## src/rtl/controlador_mac_if.sv

```systemverilog
// Bus bundle for controlador_mac: sample/coefficient inputs, shared multiplier
// operands and product, and result/status outputs.
interface controlador_mac_if #(
  parameter int LARGO  = 24,
  parameter int ADDR_W = 2
);
  logic              sample_valid;
  logic [LARGO:0]    x_in;
  logic              coef_we;
  logic [ADDR_W-1:0] coef_addr;
  logic [LARGO:0]    coef_data;
  logic [LARGO:0]    mult_a;
  logic [LARGO:0]    mult_b;
  logic [LARGO:0]    mult_y;
  logic              mult_ovf;
  logic [LARGO:0]    y_out;
  logic              y_valid;
  logic              busy;
  logic              ovf_flag;
  logic              sample_drop;

  modport master (
    output sample_valid, x_in, coef_we, coef_addr, coef_data, mult_y, mult_ovf,
    input  mult_a, mult_b, y_out, y_valid, busy, ovf_flag, sample_drop
  );

  modport slave (
    input  sample_valid, x_in, coef_we, coef_addr, coef_data, mult_y, mult_ovf,
    output mult_a, mult_b, y_out, y_valid, busy, ovf_flag, sample_drop
  );
endinterface

```

## src/rtl/controlador_mac.sv

```systemverilog
// Sequential FIR MAC controller driving one shared external saturating multiplier.
// Define CONTROLADOR_MAC_SAT_EN for a saturating accumulator; otherwise it wraps.
module controlador_mac #(
  parameter int LARGO  = 24,
  parameter int MAG    = 8,
  parameter int PRES   = 16,
  parameter int ADDR_W = 2
) (
  input  logic             clk,
  input  logic             reset,
  controlador_mac_if.slave bus
);
  localparam int TAPS = 1 << ADDR_W;

  typedef enum logic [1:0] {IDLE, MAC, DONE} state_t;

  state_t            state_reg, state_next;
  logic [ADDR_W-1:0] idx_reg;
  logic [LARGO:0]    acc_reg, acc_next, sum;
  logic [LARGO:0]    y_out_reg;
  logic [LARGO:0]    d_reg [TAPS];
  logic [LARGO:0]    c_reg [TAPS];
  logic              ovf_flag_reg, sample_drop_reg, ovf_set;
  logic              accept, coef_wr, last_tap, in_mac;

  // Sign bit + integer + fraction bits must exactly fill the data word.
  if (MAG + PRES != LARGO) begin : g_bad_format
    $error("controlador_mac: MAG + PRES must equal LARGO");
  end

  assign in_mac   = (state_reg == MAC);
  assign accept   = (state_reg == IDLE) && bus.sample_valid;
  assign coef_wr  = (state_reg == IDLE) && bus.coef_we;
  assign last_tap = (idx_reg == ADDR_W'(TAPS - 1));
  assign sum      = acc_reg + bus.mult_y;

`ifdef CONTROLADOR_MAC_SAT_EN
  localparam logic [LARGO:0] SAT_MAX = {1'b0, {LARGO{1'b1}}};
  localparam logic [LARGO:0] SAT_MIN = {1'b1, {LARGO{1'b0}}};
  logic acc_ovf;

  // Same-sign operands giving an opposite-sign result means the add overflowed.
  assign acc_ovf  = (acc_reg[LARGO] == bus.mult_y[LARGO]) && (sum[LARGO] != acc_reg[LARGO]);
  assign acc_next = acc_ovf ? (acc_reg[LARGO] ? SAT_MIN : SAT_MAX) : sum;
  assign ovf_set  = in_mac && (bus.mult_ovf || acc_ovf);
`else
  assign acc_next = sum;
  assign ovf_set  = in_mac && bus.mult_ovf;
`endif

  always_comb begin
    state_next  = state_reg;
    bus.mult_a  = '0;
    bus.mult_b  = '0;
    bus.y_valid = 1'b0;
    bus.busy    = (state_reg != IDLE);
    case (state_reg)
      IDLE: if (bus.sample_valid) state_next = MAC;
      MAC: begin
        bus.mult_a = d_reg[idx_reg];
        bus.mult_b = c_reg[idx_reg];
        if (last_tap) state_next = DONE;
      end
      DONE: begin
        bus.y_valid = 1'b1;
        state_next  = IDLE;
      end
      default: state_next = IDLE;
    endcase
  end

  always_ff @(posedge clk or posedge reset) begin
    if (reset) begin
      state_reg       <= IDLE;
      idx_reg         <= '0;
      acc_reg         <= '0;
      y_out_reg       <= '0;
      ovf_flag_reg    <= 1'b0;
      sample_drop_reg <= 1'b0;
    end else begin
      state_reg       <= state_next;
      sample_drop_reg <= bus.sample_valid && (state_reg != IDLE);
      if (ovf_set) ovf_flag_reg <= 1'b1;
      if (accept) begin
        acc_reg <= '0;
        idx_reg <= '0;
      end else if (in_mac) begin
        acc_reg <= acc_next;
        idx_reg <= idx_reg + 1'b1;
        // Result is published as DONE is entered so it is valid alongside y_valid.
        if (last_tap) y_out_reg <= acc_next;
      end
    end
  end

  for (genvar gi = 0; gi < TAPS; gi++) begin : g_tap
    if (gi == 0) begin : g_head
      always_ff @(posedge clk or posedge reset) begin
        if (reset)       d_reg[gi] <= '0;
        else if (accept) d_reg[gi] <= bus.x_in;
      end
    end else begin : g_tail
      always_ff @(posedge clk or posedge reset) begin
        if (reset)       d_reg[gi] <= '0;
        else if (accept) d_reg[gi] <= d_reg[gi-1];
      end
    end

    always_ff @(posedge clk or posedge reset) begin
      if (reset)
        c_reg[gi] <= '0;
      else if (coef_wr && (bus.coef_addr == ADDR_W'(gi)))
        c_reg[gi] <= bus.coef_data;
    end
  end

  assign bus.y_out       = y_out_reg;
  assign bus.ovf_flag    = ovf_flag_reg;
  assign bus.sample_drop = sample_drop_reg;
endmodule

```

## src/flat_wrapper.sv

```systemverilog
// flat-port wrapper written by rule: the top's interface ports become plain ports
module controlador_mac_flat 
#(
  parameter int LARGO  = 24,
  parameter int MAG    = 8,
  parameter int PRES   = 16,
  parameter int ADDR_W = 2
)
  (clk, reset, bus_sample_valid, bus_x_in, bus_coef_we, bus_coef_addr, bus_coef_data, bus_mult_y, bus_mult_ovf, bus_mult_a, bus_mult_b, bus_y_out, bus_y_valid, bus_busy, bus_ovf_flag, bus_sample_drop);
  controlador_mac_if #(.LARGO(LARGO), .ADDR_W(ADDR_W)) bus_i ();
  input  logic clk;
  input  logic reset;
  input wire logic [$bits(bus_i.sample_valid)-1:0] bus_sample_valid;
  input wire logic [$bits(bus_i.x_in)-1:0] bus_x_in;
  input wire logic [$bits(bus_i.coef_we)-1:0] bus_coef_we;
  input wire logic [$bits(bus_i.coef_addr)-1:0] bus_coef_addr;
  input wire logic [$bits(bus_i.coef_data)-1:0] bus_coef_data;
  input wire logic [$bits(bus_i.mult_y)-1:0] bus_mult_y;
  input wire logic [$bits(bus_i.mult_ovf)-1:0] bus_mult_ovf;
  output wire logic [$bits(bus_i.mult_a)-1:0] bus_mult_a;
  output wire logic [$bits(bus_i.mult_b)-1:0] bus_mult_b;
  output wire logic [$bits(bus_i.y_out)-1:0] bus_y_out;
  output wire logic [$bits(bus_i.y_valid)-1:0] bus_y_valid;
  output wire logic [$bits(bus_i.busy)-1:0] bus_busy;
  output wire logic [$bits(bus_i.ovf_flag)-1:0] bus_ovf_flag;
  output wire logic [$bits(bus_i.sample_drop)-1:0] bus_sample_drop;
  assign bus_i.sample_valid = bus_sample_valid;
  assign bus_i.x_in = bus_x_in;
  assign bus_i.coef_we = bus_coef_we;
  assign bus_i.coef_addr = bus_coef_addr;
  assign bus_i.coef_data = bus_coef_data;
  assign bus_i.mult_y = bus_mult_y;
  assign bus_i.mult_ovf = bus_mult_ovf;
  assign bus_mult_a = bus_i.mult_a;
  assign bus_mult_b = bus_i.mult_b;
  assign bus_y_out = bus_i.y_out;
  assign bus_y_valid = bus_i.y_valid;
  assign bus_busy = bus_i.busy;
  assign bus_ovf_flag = bus_i.ovf_flag;
  assign bus_sample_drop = bus_i.sample_drop;
  controlador_mac #(.LARGO(LARGO), .MAG(MAG), .PRES(PRES), .ADDR_W(ADDR_W)) u_core (.clk(clk), .reset(reset), .bus(bus_i));
endmodule
```

## config.mk

```make
export PLATFORM = sky130hd
export DESIGN_NAME = controlador_mac_flat
export DESIGN_NICKNAME = d
export VERILOG_FILES = /design/src/rtl/controlador_mac_if.sv /design/src/rtl/controlador_mac.sv /design/src/flat_wrapper.sv
export SDC_FILE = /design/constraint.sdc
export NUM_CORES = 1
export LEC_CHECK = 0
export BUFFER_PORTS_ARGS = -buffer_cell sky130_fd_sc_hd__buf_2
export CAP_MARGIN = 15
export CORE_MARGIN = 2
export CORE_UTILIZATION = 55
export CTS_CLUSTER_DIAMETER = 150
export DETAILED_ROUTE_END_ITERATION = 8
export PLACE_DENSITY = 0.74
export SYNTH_ARGS = -nofsm -noshare
export SYNTH_HDL_FRONTEND = slang
export SYNTH_SLANG_ARGS = --single-unit
```

## constraint.sdc

```tcl
create_clock -name clk -period 15.8 [get_ports clk]
set_clock_uncertainty 0.05 [all_clocks]
set_input_delay 0 -clock clk [delete_from_list [all_inputs] [get_ports clk]]
set_output_delay 0 -clock clk [all_outputs]
set_load 0.02 [all_outputs]
```

# == Word-level counts from Yosys, hierarchy flattened ==
# Index checks and enable logic that the tools add are counted.
# totals
regBits,256
inputBits,82
output_inout_bits,79
elab_cells,57
# classes
add_sub_neg,2
n_lt_le_gt_ge,1
n_eq_ne,8
n_mux,16
n_bitwise,2
n_reduce_logical,14
# op_table
cell,count
25-bit two-way mux,8
25-bit binary-select mux with 2-bit select,2
25-bit adder,1
2-bit equality test (second input constant),4
1-bit logical AND,8
2-bit two-way mux,4
2-bit by 1-bit equality test with 1-bit output (second input constant),2
2-bit zero test,2
2-bit one-hot mux with 2 select lines,1
2-bit nonzero test,2
3-bit greater-or-equal comparator (second input constant),1
2-bit NOT with 3-bit output,1
3-bit AND reduction,1
2-bit by 1-bit adder with 2-bit output (second input constant),1
2-bit by 1-bit inequality test with 1-bit output (second input constant),1
2-bit inequality test (second input constant),1
2-bit AND reduction,1
1-bit two-way mux,1
1-bit NOT,1

# == Longest topological paths before layout ==
# Gate-level depths: netlist (run 1).
# depth
word_depth,5
depth_mapped,10
ltp_nobuf,10

# == Worst setup path after synthesis (run 1) ==
# Ideal clock, no wire load.
# synth_path
path_type,flip-flop to flip-flop
start,register u_core.acc_reg[0]
end,register u_core.acc_reg[22]
setup_time_ns,0.122
arrival_time_ns,2.275
t_required_ns,15.628
setup_slack_ns,13.353
path_stages_with_launch,11
n_path_buf,0
period_less_slack_ns,2.447
cell_sequence,dfrtp_1 -> ha_1 -> fa_1 -> nand2_1 -> a211oi_1 -> o211ai_2 -> a41oi_2 -> and4_1 -> a311oi_2 -> xor2_1 -> o21ai_1
# synth_via
elab_chain_cells,3
# synth_lines
element,line_no,rtl
"start, declared",controlador_mac.sv:19,"logic [LARGO:0] acc_reg, acc_next, sum;"
"start signal, assigned",controlador_mac.sv:88,acc_reg <= acc_next;
25-bit adder,controlador_mac.sv:35,assign sum = acc_reg + bus.mult_y;
25-bit two-way mux,controlador_mac.sv:87,end else if (in_mac) begin
25-bit two-way mux,controlador_mac.sv:84,if (accept) begin
# Every way passes these cells. The select of a mux whose other input is x is not followed.
# A chain may end at the register's enable or synchronous reset.

# == Final worst setup path (run 1) ==
# layout_path
start,register u_core.state_reg[1]
end,register u_core.c_reg[37] in the netlist's numbering
# layout_via
elab_chain_cells,3
# layout_lines
element,line_no,rtl
"start, declared",controlador_mac.sv:17,"state_t state_reg, state_next;"
"start signal, assigned",controlador_mac.sv:81,state_reg <= state_next;
2-bit zero test,controlador_mac.sv:33,assign coef_wr = (state_reg == IDLE) && bus.coef_we;
1-bit logical AND,controlador_mac.sv:33,
1-bit logical AND,controlador_mac.sv:112,else if (coef_wr && (bus.coef_addr == ADDR_W'(gi)))
"end signal, assigned by index",controlador_mac.sv:113,c_reg[gi] <= bus.coef_data;
"end, declared",controlador_mac.sv:22,logic [LARGO:0] c_reg [TAPS];
# Every way passes these cells.

==> results of run 1 <==
per-layer routing:
metal | vias to the layer above | global-route usage, %
met4 | 0 | 5.20
met3 | 35 | 3.60
met2 | 149 | 37.6
li1 | 3730 | -
met1 | 3998 | 30.9
met5 | - | 0
cells in the final DEF, fill, tap and decap left out, types with 2 or more instances in the layout:
master,n
mux2_1,7
ha_1,25
nor2_1,18
and2_1,50
o21ai_1,21
dfrtp_1,254
clkbuf_16,29
dlygate4sd3_1,71
o311ai_1,2
nand2_1,57
a21o_1,8
clkinvlp_4,2
a211oi_1,4
o21a_1,3
mux2_2,195
nand2b_1,3
a21oi_1,27
buf_4,11
xnor2_1,13
nand3_1,28
clkbuf_8,9
buf_2,160
o21ai_0,38
clkinv_2,7
nand4_1,2
xor2_1,11
nor2b_1,2
or3_1,4
mux4_2,50
inv_1,6
where the power goes:
part	leakage [nW]	total (W)	switching (W)	internal, W
sequential	3.08	0.00121	0.000223	0.000991
combinational	3.17	0.00149	0.000736	0.000756
clock	0.455	0.000633	0.000259	0.000374
total	6.70	0.00334	0.00122	0.00212
stage by stage:
step	area, um2	utilization, %	hold WS (ps)	power, W
6_report	14800	68.0	29.7	0.00334
5_1_grt	14800	68.0	36.7	0.00357
4_1_cts	14800	68.0	8.55	0.00337
3_5_place_dp	13200	60.5	159	0.00270
3_3_place_gp	13200	60.5	150	0.00266
2_1_floorplan	12200	-	66.9	0.00232
worst paths after layout:
path	from	to	slack, ps	depth (start not counted)
setup / recovery	u_core.state_reg[1]	u_core.c_reg[37]	12880	5
hold / removal	bus_mult_y[18]	u_core.bus.y_out[18]	30	4
setup reg to reg	u_core.state_reg[1]	u_core.c_reg[37]	12880	5
hold reg to reg	u_core.bus.y_out[12]	u_core.bus.y_out[12]	420	2
max in group asynchronous	reset	u_core.idx_reg[0]	14040	4
min in group asynchronous	reset	u_core.bus.y_out[2]	130	3
cells by family (layout without fill, tap and decap cells):
group | after synthesis | count (layout) | share of synthesized area, %
flops | 256 | 256 | 52.5
mux | 252 | 252 | 27.9
simple gates | 172 | 172 | 7.08
compound gates | 116 | 116 | 5.71
buf+inv | 60 | 298 | 2.38
fa+ha+maj | 26 | 26 | 2.73
xor+xnor | 24 | 24 | 1.72
area by class of cell:
cell class / instances / share of cell area, %
Clock buffer: 39 / 5.75
Clock inverter: 10 / 0.396
Inverter: 7 / 0.228
Multi-Input combinational cell: 590 / 37.3
Sequential cell: 256 / 43.2
Tap cell: 280 / 2.36
Timing Repair Buffer: 242 / 10.7
critical path: cells and delay by family, from the launching register on:
kind	cells	cell delay [ps]
buffers and inverters	1	560
flip-flops	1	410
multiplexers	1	380
AND/OR/NAND/NOR	3	1390
what timing repair did:
item | CTS | global route
endpoints found under the hold margin | 264 | 0
setup buffers | 0 | 0
endpoints found under the setup margin | 0 | 0
hold buffers | 71 | 0
==> reports/results.ini, run 1 <==
[status]
outcome=finished, final reports clean

[critical_path]
crit_arrival_ps=3280
end_kind=flip-flop
crit_required_ps=16160
cp-start-kind=flip-flop
cp_slowest_stage_delay_ps=570
critPathSlowestCell=nor3b_4
worstPathCellList=nor2_1 > nand2_1 > nor3b_4 > mux2_1 > dlygate4sd3_1
worstPathMaxFanout=10
critPathKind=reg -> reg

[route]
dr_wl_met3_um=1050
via_per_inst=5.56
wl_met2_um=12600
wire_per_inst_um=18.0
wl_met1_um=11500
first_iter_violations=387
vias=7912
first_pass_iters=4
drc_errors=0
ant_nets=0
routed.top_layer=met4
wl_um=25600

[synth]
synth_cell_types=48
yosys_warnings=0
syn_area_um2=12200
synth_area_per_cell_um2=13.5
netlist.area_leader.share_pct=52.5
ys.flop_type=dfrtp_1
netlist_top_cells_area=dfrtp_1, mux2_2, mux4_2
ys_seq_area_share_pct=52.5
synthArstFlopShare_pct=100
ys_ff_latch=256
synth_nets=1014
synth_edf_count=0
postSynthCellCount=906
synth_top_cell_by_area=dfrtp_1
synth_most_common_cell=dfrtp_1
synthTopCellsByCount=dfrtp_1, mux2_2, nand2_1

[pwr]
p_per_area_nw_per_um2=225
vdd.ir_drop.worst_v=0.000122
leakagePower_nw=6.70

[place]
gp_congestion=0.819
port_buffers=160
place_ws_ps=13060
dp_hpwl_um=15700
dpl.cell_count=1304

[die]
ios=161
rows=54
die_w_um=153
core_area_um2=21800
start_util_pct=55.9
chipHeight_um=153
die_area_um2=23400

[clocking]
htree_levels=1
clk_latency_ps=530
clockRootBuffer=clkbuf_16
cts_buffers=28
tritoncts=built
clock_path_buffers=3
clkTransAtPathRegs_ps=60
postCtsResizedCells=0
cts_sinks=256

[timing]
report.final.slew_viol_count=0
period_needed_ps=2920
worst_pin_slew_ps=1040
rsz0062_at_grt=false
setup-tns-final_ps=0
setup_viol_count_final=0
fmax_mhz=343
relSlewSlack_pct=30.6
hold_viol=0
worst_slack_ps=12880
fin_crit_sh_pct=18.5

[grt]
antenna_found_initial=0
grt_start_max_net_pins=110
grt.total_usage_pct=22.3
grt_pass1_vias=8443
grt.overflow.total=0
grt_pass1_wl_um=43000

[final_layout]
diodes=0
multi_input_area_um2=5530
areaGrowthSynthToFinish_pct=21.6
fillers=1590
nets=1233
stdcell_count=1424
drive_gt1_share_pct=41.9
regArea_um2=6410

[worst_hold_path]
hold_path_class=in -> reg

[job]
max-cap-violations=0

No activity file was read; power rests on OpenSTA's default activity.
==> inputs of run 2 (changes only) <==
--- a/config.mk
+++ b/config.mk
@@ -5,13 +5,14 @@
 export SDC_FILE = /design/constraint.sdc
 export NUM_CORES = 1
 export LEC_CHECK = 0
+export ABC_AREA = 1
 export BUFFER_PORTS_ARGS = -buffer_cell sky130_fd_sc_hd__buf_2
 export CAP_MARGIN = 15
 export CORE_MARGIN = 2
 export CORE_UTILIZATION = 55
 export CTS_CLUSTER_DIAMETER = 150
 export DETAILED_ROUTE_END_ITERATION = 8
-export PLACE_DENSITY = 0.74
+export PLACE_DENSITY = 0.73
 export SYNTH_ARGS = -nofsm -noshare
 export SYNTH_HDL_FRONTEND = slang
 export SYNTH_SLANG_ARGS = --single-unit
==> constraint.sdc (replaced) <==
create_clock -name clk -period 2.94 [get_ports clk]
set_clock_uncertainty 0.05 [all_clocks]
set_input_delay 0 -clock clk [delete_from_list [all_inputs] [get_ports clk]]
set_output_delay 0 -clock clk [all_outputs]
set_load 0.02 [all_outputs]
==> run 2 against run 1 <==
  * Design area rose by 5.5%
  * Count of clock-buffer cells in the layout rose by 1
  * Global-route usage rose by 5.2 points
  * Largest power group unchanged
  * Total power rose to 5.5 times the previous value
  * Worst setup slack got worse by 12000 ps
  * Non-clock buffer count rose by 21
  * Sequential share of layout area fell by 2.3 points
==> reports/results.ini, run 2 <==
[synth]
yosys_warnings=0
ys_seq_area_share_pct=49.8
synth_nets=1792
postSynthCellCount=1684
ys.flop_type=dfrtp_1
synth_cell_types=31
netlist_top_cells_area=dfrtp_1, nand2_1, o21ai_0
synthXorXnorAreaFrac_pct=0.613
synthArstFlopShare_pct=100
synth_mux_area_share_pct=0
synth_compound_area_share_pct=16.0
synth_top_family_by_area=simple AND/OR/NAND/NOR gates
syn_area_um2=12900
ys_ff_latch=256
synth_fa_ha_area_share_pct=2.59
synth_edf_count=0
synth_area_per_cell_um2=7.64
synth_most_common_cell=nand2_1
synthTopCellsByCount=nand2_1, o21ai_0, dfrtp_1
yosys.area_share.simple_pct=22.6
netlist.area_leader.share_pct=49.8
synth_top_cell_by_area=dfrtp_1

[timing]
hold_viol=0
worst_pin_slew_ps=878
setup_viol_count_final=0
report.final.slew_viol_count=0
relSlewSlack_pct=41.3
fin_crit_sh_pct=84.9
period_needed_ps=2500
fmax_mhz=400
worst_slack_ps=443
rsz0062_at_grt=false

[grt]
grt_pass1_vias=11400
grt.overflow.total=0
grt_start_max_net_pins=79
grt.total_usage_pct=27.6
grt_pass1_wl_um=55100
antenna_found_initial=2

[die]
rows=55
core_area_um2=22800
chipHeight_um=157
start_util_pct=56.5
die_w_um=157
ios=161
die_area_um2=24600

[critical_path]
end_kind=output pin
worstPathCellList=buf_4 > nor2_1 > nor2_1 > o21ai_0 > a21oi_1 > buf_2
cp_slowest_stage_delay_ps=660
critPathSlowestCell=buf_4
critPathKind=reg -> out
crit_family=buffers and inverters
crit_required_ps=2890
crit_arrival_ps=2450
path_buf_inv=2
critPathMostFrequentCell=nor2_1
worstPathMaxFanout=78
worst-r2r-setup-slack_ps=850
cp-start-kind=flip-flop

[clocking]
cts_buffers=28
clockRootBuffer=clkbuf_16
tritoncts=built
clk_latency_ps=540
cts_setup_buffers=0
htree_levels=1
cts_sinks=256
clkTransAtPathRegs_ps=60
clock_path_buffers=3

[pwr]
power.switching_w=0.00802
p_seq_share_pct=33.5
leakagePower_nw=8.03
p_int_w=0.0103
pwr-share-comb_pct=46.1
clkPwrFrac_pct=20.4
vdd.ir_drop.worst_v=0.000814
p_per_area_nw_per_um2=1170
switching_share_pct=43.8

[status]
outcome=finished, final reports clean

[route]
wl_um=33100
ant_nets=0
via_per_inst=5.30
wire_per_inst_um=14.9
first_iter_violations=914
vias=11800
drc_errors=0
first_pass_iters=7

[place]
place_ws_ps=867
dp_hpwl_um=20900
port_buffers=160
gp_congestion=0.914

[final_layout]
layout_common_cells=nand2_1, o21ai_0, dfrtp_1, inv_1, buf_2
drive_gt1_share_pct=13.4
areaGrowthSynthToFinish_pct=21.6
nets=1997
post-route-util_pct=68.7
final_common_cell=nand2_1

[worst_hold_path]
hold_path_class=in -> reg

[job]
max-cap-violations=0

run 2: changes by cell type after synthesis, sizes merged, moves of 9 or more:
cell   before  now
a21o        9    0
a21oi      28  112
and2       50    0
buf        22   50
inv         7  174
mux2      202    0
mux4       50    0
nand2      58  518
nand3      28   54
nor2       18  137
o21ai      59  290
run 2: worst reg2reg max path, delay by kind of cell, from the launching register on:
kind | cells | cell delay, ps
adders and majority gates | 2 | 710
and+or+nand+nor | 8 | 820
DFF | 1 | 390
run 2: power by group through the flow:
stage | logic, W | clock network, W | registers [W]
4_1_cts | 0.00845 | 0.00380 | 0.00612
3_3_place_gp | 0.00813 | 0 | 0.00609
2_1_floorplan | 0.00601 | 0 | 0.00609
5_1_grt | 0.00958 | 0.00394 | 0.00633
6_report | 0.00844 | 0.00374 | 0.00614
3_5_place_dp | 0.00829 | 0 | 0.00615
run 2: final timing paths:
| check | start | to | cells after the start |
|---|---|---|---|
| max in group asynchronous | reset | u_core.d_reg[90] | 4 |
| worst max register to register | u_core.acc_reg[0] | u_core.bus.y_out[24] | 10 |
| min in group asynchronous | reset | u_core.c_reg[66] | 3 |
| worst min-delay path | bus_mult_y[2] | u_core.bus.y_out[2] | 5 |
| worst max-delay path | u_core.idx_reg[0] | bus_mult_b[2] | 6 |
| worst min register to register | u_core.bus.y_out[13] | u_core.bus.y_out[13] | 2 |
run 2: cell families after synthesis:
logic type | after synthesis
AOI/OAI and AO/OA | 407
buffers and inverters | 262
adders and majority gates | 26
and+or+nand+nor | 724
xor gates and xnor gates | 9
DFF | 256
run 2: through the flow:
stage / instances / power, W / cell area, um2 / hold slack [ps] / TNS (ps)
6_report: 2225 / 0.0183 / 15600 / 19.9 / 0
5_1_grt: 2225 / 0.0198 / 15600 / 53.6 / 0
4_1_cts: 2224 / 0.0184 / 15600 / 1.13 / 0
3_5_place_dp: 2096 / 0.0144 / 13900 / 154 / 0
3_3_place_gp: 2096 / 0.0142 / 13900 / 149 / 0
2_1_floorplan: 1684 / 0.0121 / 12900 / 66.6 / -123300
run 2: timing repair:
action | 4_1_cts | 5_1_grt
gates resized for setup | 0 | 0
hold buffers | 76 | 0
hold endpoints to repair | 198 | 0
setup endpoints to repair | 0 | 0
run 2: routing by layer:
layer	vias to the layer above	global-route usage [%]	part of all wire, %
met5	-	0	0.021
met2	392	45.9	47
met3	78	3.91	6.1
met1	5538	37.6	44
met4	2	8.48	2.6
li1	5788	-	-
run 2: final cells by class:
cell class / count / area, um2
fill: 1942 / 7130
sequential: 256 / 6410
multi-input combinational: 1166 / 5380
timing repair buffer: 263 / 1810
clock buffer: 40 / 786
inverter: 174 / 659
tap: 313 / 392
clock inverter: 12 / 201
antenna: 1 / 2.50
